<file path="src/rtl/seq_det_pkg.sv">
// rtl/seq_det_pkg.sv - shared types and helpers for the parametrised sequence detector
//
// Purpose: FSM state encoding and the saturating fill-count helper used by
//          seq_detector_param.
package seq_det_pkg;

  typedef enum logic [1:0] {IDLE, COLLECT, MATCH} state_e;

  // Wide enough to hold PAT_W up to 16.
  localparam int FILL_W = 5;

  // Count one more valid bit, never exceeding the pattern length.
  function automatic logic [FILL_W-1:0] next_fill(input logic [FILL_W-1:0] fill,
                                                  input logic [FILL_W-1:0] limit);
    return (fill >= limit) ? limit : fill + 1'b1;
  endfunction

endpackage

</file>
<file path="src/rtl/sat_counter.sv">
// rtl/sat_counter.sv - saturating event counter with sticky overflow flag
//
// Purpose: counts inc pulses up to all-ones; a pulse at the maximum is dropped
//          and raises ovf. clr empties the counter and ovf, but an inc on the
//          same edge still counts, leaving count = 1.
// Ports:
//   clk   in   clock, rising edge
//   rst   in   asynchronous active-low reset
//   inc   in   count one event
//   clr   in   synchronous clear of count and ovf
//   count out  W-bit event count
//   ovf   out  sticky overflow flag
module sat_counter #(
  parameter int W = 10
) (
  input  logic         clk,
  input  logic         rst,
  input  logic         inc,
  input  logic         clr,
  output logic [W-1:0] count,
  output logic         ovf
);

  localparam logic [W-1:0] CNT_MAX = '1;

  always_ff @(posedge clk or negedge rst) begin
    if (!rst) begin
      count <= '0;
      ovf   <= 1'b0;
    end else if (clr) begin
      // A match coinciding with the clear is kept rather than lost.
      count <= inc ? W'(1) : '0;
      ovf   <= 1'b0;
    end else if (inc) begin
      if (count == CNT_MAX) begin
        ovf <= 1'b1;
      end else begin
        count <= count + 1'b1;
      end
    end
  end

endmodule

</file>
<file path="src/rtl/seq_detector_param.sv">
// rtl/seq_detector_param.sv - programmable serial bit-pattern detector with match counter
//
// Purpose: watches a serial stream for a run-time loadable PAT_W-bit pattern
//          (first received bit = MSB) and reports a Moore match flag plus a
//          saturating match count. OVERLAP selects whether a match suffix may
//          seed the next match.
// Ports:
//   clk         in   clock, rising edge
//   rst         in   asynchronous active-low reset
//   x           in   serial data bit
//   en          in   x valid this cycle; state holds when low
//   load        in   load pattern_in and restart detection
//   pattern_in  in   PAT_W-bit pattern
//   clr_count   in   synchronous clear of users_count and ovf
//   y           out  1 while in MATCH
//   users_count out  saturating match count
//   ovf         out  sticky: a match was dropped at counter maximum
module seq_detector_param
  import seq_det_pkg::*;
#(
  parameter int               PAT_W   = 3,
  parameter int               CNT_W   = 10,
  parameter bit               OVERLAP = 1'b1,
  parameter logic [PAT_W-1:0] PAT_RST = PAT_W'(3'b010)
) (
  input  logic             clk,
  input  logic             rst,
  input  logic             x,
  input  logic             en,
  input  logic             load,
  input  logic [PAT_W-1:0] pattern_in,
  input  logic             clr_count,
  output logic             y,
  output logic [CNT_W-1:0] users_count,
  output logic             ovf
);

  localparam logic [FILL_W-1:0] FILL_MAX = FILL_W'(PAT_W);
  localparam logic [FILL_W-1:0] FILL_ARM = FILL_W'(PAT_W - 1);

  state_e             state;
  state_e             state_nxt;
  logic [PAT_W-1:0]   hist;
  logic [PAT_W-1:0]   hist_shift;
  logic [PAT_W-1:0]   pat_r;
  logic [FILL_W-1:0]  fill;
  logic               take;
  logic               match;

  // load takes priority over the data bit in the same cycle.
  assign take       = en & ~load;
  assign hist_shift = {hist[PAT_W-2:0], x};
  // PAT_W-1 collected bits plus the incoming one complete a window.
  assign match      = take && (fill >= FILL_ARM) && (hist_shift == pat_r);

  // State register
  always_ff @(posedge clk or negedge rst) begin
    if (!rst) begin
      state <= IDLE;
    end else begin
      state <= state_nxt;
    end
  end

  // Next-state logic
  always_comb begin
    state_nxt = state;
    if (load) begin
      state_nxt = IDLE;
    end else if (en) begin
      unique case (state)
        IDLE:    state_nxt = COLLECT;
        COLLECT: state_nxt = match ? MATCH : COLLECT;
        MATCH:   state_nxt = (match && OVERLAP) ? MATCH : COLLECT;
        default: state_nxt = IDLE;
      endcase
    end
  end

  // Output logic
  always_comb begin
    y = (state == MATCH);
  end

  // Pattern register, bit history and fill level
  always_ff @(posedge clk or negedge rst) begin
    if (!rst) begin
      pat_r <= PAT_RST;
      hist  <= '0;
      fill  <= '0;
    end else if (load) begin
      pat_r <= pattern_in;
      hist  <= '0;
      fill  <= '0;
    end else if (en) begin
      if (match && !OVERLAP) begin
        // Non-overlapping: the next match must be built from fresh bits.
        hist <= '0;
        fill <= '0;
      end else begin
        hist <= hist_shift;
        fill <= next_fill(fill, FILL_MAX);
      end
    end
  end

  sat_counter #(
    .W(CNT_W)
  ) u_count (
    .clk  (clk),
    .rst  (rst),
    .inc  (match),
    .clr  (clr_count),
    .count(users_count),
    .ovf  (ovf)
  );

endmodule

</file>
<file path="config.mk">
export PLATFORM = sky130hd
export DESIGN_NAME = seq_detector_param
export DESIGN_NICKNAME = d
export VERILOG_FILES = /design/src/rtl/seq_det_pkg.sv /design/src/rtl/sat_counter.sv /design/src/rtl/seq_detector_param.sv
export SDC_FILE = /design/constraint.sdc
export NUM_CORES = 1
export LEC_CHECK = 0
export ABC_AREA = 1
export CORE_MARGIN = 2
export CORE_UTILIZATION = 35
export DETAILED_ROUTE_END_ITERATION = 7
export MAX_ROUTING_LAYER = met4
export PLACE_DENSITY = 0.58
export REMOVE_ABC_BUFFERS = 1
export SLEW_MARGIN = 40
export SYNTH_ARGS = -nofsm -noshare
export SYNTH_HDL_FRONTEND = slang
export SYNTH_HIERARCHICAL = 1
export SYNTH_SLANG_ARGS = --single-unit
</file>
<file path="constraint.sdc">
create_clock -name clk -period 1.25 [get_ports clk]
set_input_delay 0.25 -clock clk [delete_from_list [all_inputs] [get_ports clk]]
set_output_delay 0.25 -clock clk [all_outputs]
set_load 0.01 [all_outputs]
</file>
== After elaboration in Yosys (flattened, before gate mapping) ==
Index checks and enable logic that the tools add are counted.

* Add/sub/neg operators: 2
* $lt $le $gt $ge: 2
* Equality and inequality tests: 5
* Mux-type cells: 16
* Bitwise operators: 2
* Reductions and logical operators: 9

{| class="wikitable"
|+ Operator list
! cell !! number
|-
| 2-to-1 mux 10 bit || 3
|-
| 2-to-1 mux 5 bit || 3
|-
| adder 10 x 1 -> 10 bit, second input constant || 1
|-
| equality test 10 bit, second input constant || 1
|-
| >= comparator 5 x 2 -> 1 bit, second input constant || 2
|-
| 2-to-1 mux 2 bit || 5
|-
| nonzero test 2 bit || 3
|-
| adder 5 x 1 -> 5 bit, second input constant || 1
|-
| 2-to-1 mux 1 bit || 4
|-
| case mux 2 bit (2 select lines) || 1
|-
| AND reduction 2 bit || 2
|-
| equality test 3 bit || 1
|-
| equality test 2 x 1 -> 1 bit, second input constant || 1
|-
| equality test 2 bit, second input constant || 1
|-
| logical AND 1 bit || 2
|-
| logical NOT 2 bit || 1
|-
| != test 2 bit, second input constant || 1
|-
| OR reduction 2 bit || 1
|-
| AND 1 bit || 1
|-
| NOT 1 bit || 1
|}

* Bits in registers: 23
* Input port bits: 9
* Output and inout bits: 12
* Logic and storage cells: 42

== Longest topological paths before layout ==
Gate-level depths: netlist of run 1.

* Depth after elaboration: 8
* Gate-level depth with buffers: 10
* Mapped depth without buffers: 10

== By module ==
Netlist of run 1, hierarchy kept.

{| class="wikitable"
|+ Modules (own cells, without submodules)
! module !! times used !! cells each !! area an instance (um^2) !! seq. area each (um^2)
|-
| sat_counter || 1 || 94 || 709.4 || 275.3
|-
| seq_detector_param || 1 || 78 || 628.1 || 301.5
|}

== Worst setup path before layout of run 1 ==
OpenSTA, ideal clock, no wires.

* Path type: register to register
* From: register u_count.count[0]
* To: register u_count.count[4]
* Setup time: 118 ps
* Arrival: 1,235 ps
* Required time: 1,132 ps
* Path slack: -102 ps
* Stages on the path, launching flop included: 9
* Buffers on the path: 0
* Clock period less this slack: 1,352 ps
* Path through: dfrtp_1 > ha_1 > nand2_2 > nor2_4 > nand3_4 > nand2_8 > nand2_4 > nand2_1 > o21ai_2

* Cells in the longest elaborated chain, start to end: 4
* Elaborated cells on any way between the ends: 7
* Classes of those cells: add/sub (1); eq/ne (2); mux (3); reduce/logical (1)

{| class="wikitable"
|+ RTL lines
! element !! line !! RTL
|-
| start: declaration || sat_counter.sv:20 || <nowiki>output logic [W-1:0] count,</nowiki>
|-
| start signal: assignment || sat_counter.sv:32 || <nowiki>count <= inc ? W'(1) : '0;</nowiki>
|-
| start signal: assignment || sat_counter.sv:38 || <nowiki>count <= count + 1'b1;</nowiki>
|-
| adder 10 x 1 -> 10 bit || sat_counter.sv:38 ||
|-
| 2-to-1 mux 10 bit || sat_counter.sv:35 || <nowiki>if (count == CNT_MAX) begin</nowiki>
|-
| 2-to-1 mux 10 bit || sat_counter.sv:34 || <nowiki>end else if (inc) begin</nowiki>
|-
| 2-to-1 mux 10 bit || sat_counter.sv:30 || <nowiki>end else if (clr) begin</nowiki>
|}

Several ways; a longest one is shown, not always the timed one. The select of a mux whose other input is x is not followed.
A chain may end at the register's enable or synchronous reset.

== Worst setup path in the final report of run 1 ==
* From: register pat_r[1]
* To: register u_count.count[3]

* Cells in the longest elaborated chain, start to end: 4

{| class="wikitable"
|+ RTL lines
! element !! line !! RTL
|-
| start: declaration || seq_detector_param.sv:45 || <nowiki>logic [PAT_W-1:0] pat_r;</nowiki>
|-
| start signal: assignment || seq_detector_param.sv:92 || <nowiki>pat_r <= pattern_in;</nowiki>
|-
| equality test 3 bit || seq_detector_param.sv:54 || <nowiki>assign match = take && (fill >= FILL_ARM) && (hist_shift == pat_r);</nowiki>
|-
| logical AND 1 bit || seq_detector_param.sv:54 ||
|-
| named net match || seq_detector_param.sv:48 || <nowiki>logic match;</nowiki>
|-
| nonzero test 2 bit (no line) || n/a ||
|-
| AND reduction 2 bit (no line) || n/a ||
|}

The timed path passes the listed nets, and every way through them passes these cells.

==> run metrics, run 1 <==
first-pass detailed-route iteration total 4; clock-pin transition on the worst setup and hold timing paths 90 ps; Tcrit/Tclk final 117%; EDFF count, synth 0; DR WL/cell 12.4 um; most instantiated cells after synthesis nand2_1 (40), inv_1 (31), dfrtp_1 (22), o21ai_0 (18); total CTS buffers 3; Max-Cap Viols 0; minimum clock period 1460 ps; Antenna diodes 0; Avg Vias per Cell 4.67; RSZ-0062 raised after global routing true; share of layout cells above drive strength 1 38.5%; DIE AREA 4330 um2; Tightest Pin Transition 353 ps; Die H 65.8 um; drc violations 0; R2R Path Start pat_r[1]; final max-slew violation count 0; clk sink count 23; Hold Crit Class in2async; most frequent CP cell nand2_1; clock root buffer clkbuf_8; Fillers 338; critical path depth in cells 9; first-pass GRT wire length 6120 um; r2r setup slk -210 ps; worst ir drop on vdd 0.439 mV; CTS max path bufs 2; Syn. warnings 6; initial DRC count 46; Max Clk Rate 685 MHz; hpwl dp 2390 um; run status complete, but fails checks; Setup crit end kind flip-flop; cell family with most CP delay flip-flops; critical path, cell by cell inv_2 > nand2_1 > nand2_1 > nor2_2 > nand3_2 > inv_4 > buf_12 > nand3_4 > o21ai_1; RR Endpoint u_count/count[3]; port bufs 20; Mapped Avg Cell Area 7.78 um2; Worst path max stage delay 550 ps; Async SR Flop Fraction 100%; Final ANT Viol Nets 0; failing checks setup timing; CTS tree yes; most common cell in the synthesized netlist nand2_1; Buf/Inv on CP 3; min setup slack post-route -210 ps; Worst path slowest cell dfstp_2; dpl ws -536 ps; Vias 1341; Synth Instances 172; Hold Fails Final Rpt 0; WS Path Type reg2reg; Yosys top cell area share 41.2%; dominant synthesized flop cell dfrtp_1; grt total ovfl 0; Placer Congestion 0.814; Slew Limit Headroom 76.4%; Required @ worst endpoint 1450 ps; PwrDens 725 nW/um2; Reg2Reg Depth 9; largest net degree at the start of global routing 24; sequential area share after synthesis 43.1%; cell row count 22; clock skew 3.10 ps; leakage 0.00105 uW; Initial Utilization 36.5%; Nets 255; CP Data Arrival Time 1660 ps; final setup fails 12; Die W 65.8 um; Synth-to-Final Area Change 59.1%; initial antenna violation count 0; synthesized area 1340 um2; number of global-route vias before repair 1471; GRT Overall Usage 18.9%; Synth area leaders dfrtp_1 (41%), nand2_1 (11%), inv_1 (8.7%); Core ar. 3660 um2; CP max FO 5; Setup crit start kind flip-flop; H-tree levels 1; synthesized flop and latch total 23; synth unique cells 24; I/O pins 21; CTS Hold Bufs 0; Worst-Skew Late Latency 270 ps; WL final 3560 um; Yosys top cell by area dfrtp_1; final core occ 58.1%
-- area by class of cell --
type                            instances  area (um2)  area share (%)
Timing Repair Buffer                   63         559            26.3
Multi-Input combinational cell        117         763            35.9
Clock buffer                            3        41.3            1.94
Clock inverter                          1        5.00           0.235
Inverter                               32         123            5.76
Sequential cell                        23         577            27.1
Tap cell                               48        60.1            2.82
-- state kept, by name, summed over array words and instances (netlist names) --
register       cells
fill               5
hist               2
u_count/ovf        1
state              2
pat_r              3
u_count/count     10
-- report_power, final --
part / switching (uW) / internal [uW]
Combinational: 137 / 140
Clock: 261 / 223
Sequential: 14.5 / 768
-- routing by layer --
| metal | vias up | part of all wire (%) | global-route usage, % |
|---|---|---|---|
| met5 | - | 0 | - |
| met4 | 0 | 0.95 | 6.25 |
| met3 | 4 | 4.0 | 2.56 |
| met2 | 37 | 55 | 36.9 |
| met1 | 629 | 40 | 19.3 |
| li1 | 671 | - | - |
-- metrics by stage --
stage | TNS (ps) | cell area [um2] | cells | power, uW | hold slack, ps
after global placement | -5970 | 1810 | 266 | 1010 | 481
after detailed placement | -6900 | 1810 | 266 | 1020 | 492
after global routing | -3340 | 2130 | 287 | 1620 | 351
final | -2090 | 2130 | 287 | 1540 | 330
after CTS | -1870 | 2050 | 285 | 1530 | 335
after floorplan | -708 | 1330 | 171 | 885 | -45.6
-- logic make-up (layout without fill, tap and decap cells) --
group                      count (synthesis)  in the layout  synth area share (%)
and+or+nand+nor                           82             83                  30.3
buffers and inverters                     33             99                  9.26
AOI/OAI and AO/OA                         26             26                  10.4
DFF                                       23             23                  43.1
adders and majority gates                  6              6                  5.61
xor gates and xnor gates                   2              2                  1.31
-- worst max path at each step --
stage,startpoint,end,slack (ps)
finish,pat_r[1],u_count/count[3],-210
global placement,en,u_count/count[7],-440
floorplan,u_count/count[0],u_count/count[4],-110
CTS,pat_r[1],u_count/count[5],-180
global route,fill[0],u_count/count[9],-300
detailed placement,en,u_count/count[5],-540
-- layout by cell type (no fill, tap or decap), types with 3 or more instances in the layout --
| cell type | instances |
|---|---|
| nand2_1 | 37 |
| buf_4 | 35 |
| inv_1 | 26 |
| dfrtp_1 | 22 |
| nor2_1 | 12 |
| nand3_1 | 9 |
| o21ai_1 | 8 |
| clkdlybuf4s50_1 | 8 |
| buf_6 | 8 |
| o21ai_0 | 7 |
| dlygate4sd2_1 | 7 |
| nand3_2 | 6 |
| o21ai_2 | 6 |
| inv_2 | 5 |
| nor2_2 | 5 |
| nand2_2 | 4 |
| nor2_4 | 3 |
| clkbuf_8 | 3 |
| a21oi_1 | 3 |
-- timing repair --
action / CTS / global route
gates resized for setup: 57 / 18
setup endpoints to repair: 26 / 21
gates cloned: 1 / 0
buffers inserted: 14 / 3
pin swaps: 8 / 6
(Power assumes the default switching activity.)
==> inputs of run 2 (changes only) <==
--- a/config.mk
+++ b/config.mk
@@ -8,9 +8,10 @@
 export ABC_AREA = 1
 export CORE_MARGIN = 2
 export CORE_UTILIZATION = 35
+export CTS_CLUSTER_SIZE = 40
 export DETAILED_ROUTE_END_ITERATION = 7
 export MAX_ROUTING_LAYER = met4
-export PLACE_DENSITY = 0.58
+export PLACE_DENSITY = 0.55
 export REMOVE_ABC_BUFFERS = 1
 export SLEW_MARGIN = 40
 export SYNTH_ARGS = -nofsm -noshare
==> run metrics, run 2 (synthesized netlist as in run 1, its figures left out) <==
top flop regs u_count/count (10), fill (5), pat_r (3); total CTS buffers 3; WL final 3130 um; port bufs 20; initial antenna violation count 0; GRT Overall Usage 16.7%; P_int 1130 uW; Initial Utilization 36.5%; hpwl dp 2320 um; final setup fails 13; Combinational Power Share 17.8%; Tcrit/Tclk final 115%; Hold Crit Class in2async; max reg flops 10; first-pass GRT wire length 5360 um; Min Hold Slack 319 ps; run status complete, but fails checks; critical path, cell by cell inv_2 > nand2_1 > nand2_1 > nor2_2 > nand3_2 > clkinv_4 > inv_4 > nor2_2 > o21ai_1 > o21ai_1; Core ar. 3660 um2; drc violations 0; clock-pin transition on the worst setup and hold timing paths 90 ps; DIE AREA 4330 um2; clk sink count 23; Nets 244; most common cell after layout, fill and taps aside nand2_1; clock root buffer clkbuf_8; I/O pins 21; Setup crit start kind flip-flop; Antenna diodes 0; Tightest Pin Transition 265 ps; Setup crit end kind flip-flop; share of layout cells above drive strength 1 36.0%; Die H 65.8 um; Max-Cap Viols 0; sw frac 26.6%; R2R Path Start pat_r[1]; largest net degree at the start of global routing 24; first-pass detailed-route iteration total 4; Final ANT Viol Nets 0; cell row count 22; Synth-to-Final Area Change 51.7%; failing checks setup timing; CP Data Arrival Time 1640 ps; CTS max path bufs 2; Max Clk Rate 694 MHz; Vias 1289; clock skew 2.97 ps; DR WL/cell 11.3 um; r2r setup slk -190 ps; Slew Limit Headroom 82.2%; Biggest register u_count/count; WS Path Type reg2reg; H-tree levels 1; initial DRC count 78; final max-slew violation count 0; Avg Vias per Cell 4.67; Required @ worst endpoint 1440 ps; CTS Hold Bufs 0; Placer Congestion 0.941; leakage 0.000979 uW; register share of total power 50.9%; CP max FO 5; min setup slack post-route -191 ps; Reg2Reg Depth 10; Hold Fails Final Rpt 0; Die W 65.8 um; commonest cells after routing, fill and taps aside nand2_1 (38), buf_4 (30), inv_1 (25); RR Endpoint u_count/count[8]; Sw Pwr 408 uW; worst ir drop on vdd 0.525 mV; Buf/Inv on CP 3; PwrDens 757 nW/um2; final core occ 55.4%; CTS tree yes; minimum clock period 1440 ps; RSZ-0062 raised after global routing true; cell family with most CP delay flip-flops; Worst path slowest cell dfstp_2; number of global-route vias before repair 1275; Worst path max stage delay 540 ps; grt total ovfl 0; Fillers 375; Clk pwr share 31.3%; Worst-Skew Late Latency 270 ps
[run 2: through the flow]
step | cells | area, um2 | total power [uW] | worst slack [ps] | TNS, ps
6_report | 276 | 2030 | 1540 | -191 | -1600
3_3_place_gp | 264 | 1790 | 1010 | -436 | -5650
2_1_floorplan | 171 | 1330 | 885 | -112 | -708
4_1_cts | 274 | 1880 | 1500 | -196 | -1660
3_5_place_dp | 264 | 1790 | 1020 | -459 | -6130
5_1_grt | 276 | 2030 | 1610 | -311 | -2800
[run 2: cell type report]
cell class / count / area (um2) / share of cell area (%)
Clock inverter: 1 / 7.51 / 0.370
Clock buffer: 3 / 41.3 / 2.03
Timing Repair Buffer: 52 / 437 / 21.5
Sequential cell: 23 / 577 / 28.4
Inverter: 32 / 130 / 6.41
Multi-Input combinational cell: 117 / 777 / 38.3
Tap cell: 48 / 60.1 / 2.96
[run 2: power groups by stage]
stage,sequential [uW],combinational (uW),clock [uW]
after floorplan,795,89.6,0
after global placement,792,219,0
after detailed placement,792,224,0
after CTS,780,230,494
after global routing,784,306,522
final,782,273,480
[run 2: how the worst max path moves through the flow]
stage	slack [ps]	to	from	cells past startpoint
detailed placement	-460	u_count/count[8]	en	11
finish	-190	u_count/count[8]	pat_r[1]	10
floorplan	-110	u_count/count[4]	u_count/count[0]	8
global placement	-440	u_count/count[8]	en	11
CTS	-200	u_count/count[8]	pat_r[1]	10
global route	-310	u_count/count[8]	pat_r[1]	10
[run 2: repair_timing]
| action | CTS | global route |
|---|---|---|
| pin swaps | 3 | 12 |
| setup buffers | 6 | 1 |
| gates cloned | 0 | 1 |
| gates resized for setup | 31 | 37 |
| hold endpoints to repair | 0 | 0 |
| endpoints found under the setup margin | 26 | 18 |
[run 2: routing by layer]
metal,vias up,global-route usage [%],wire (um),part of all wire (%)
met5,-,-,0,0
li1,653,-,-,-
met3,6,2.39,135,4.3
met1,606,19.3,1300,42
met4,0,5.47,44,1.4
met2,24,29.5,1640,53
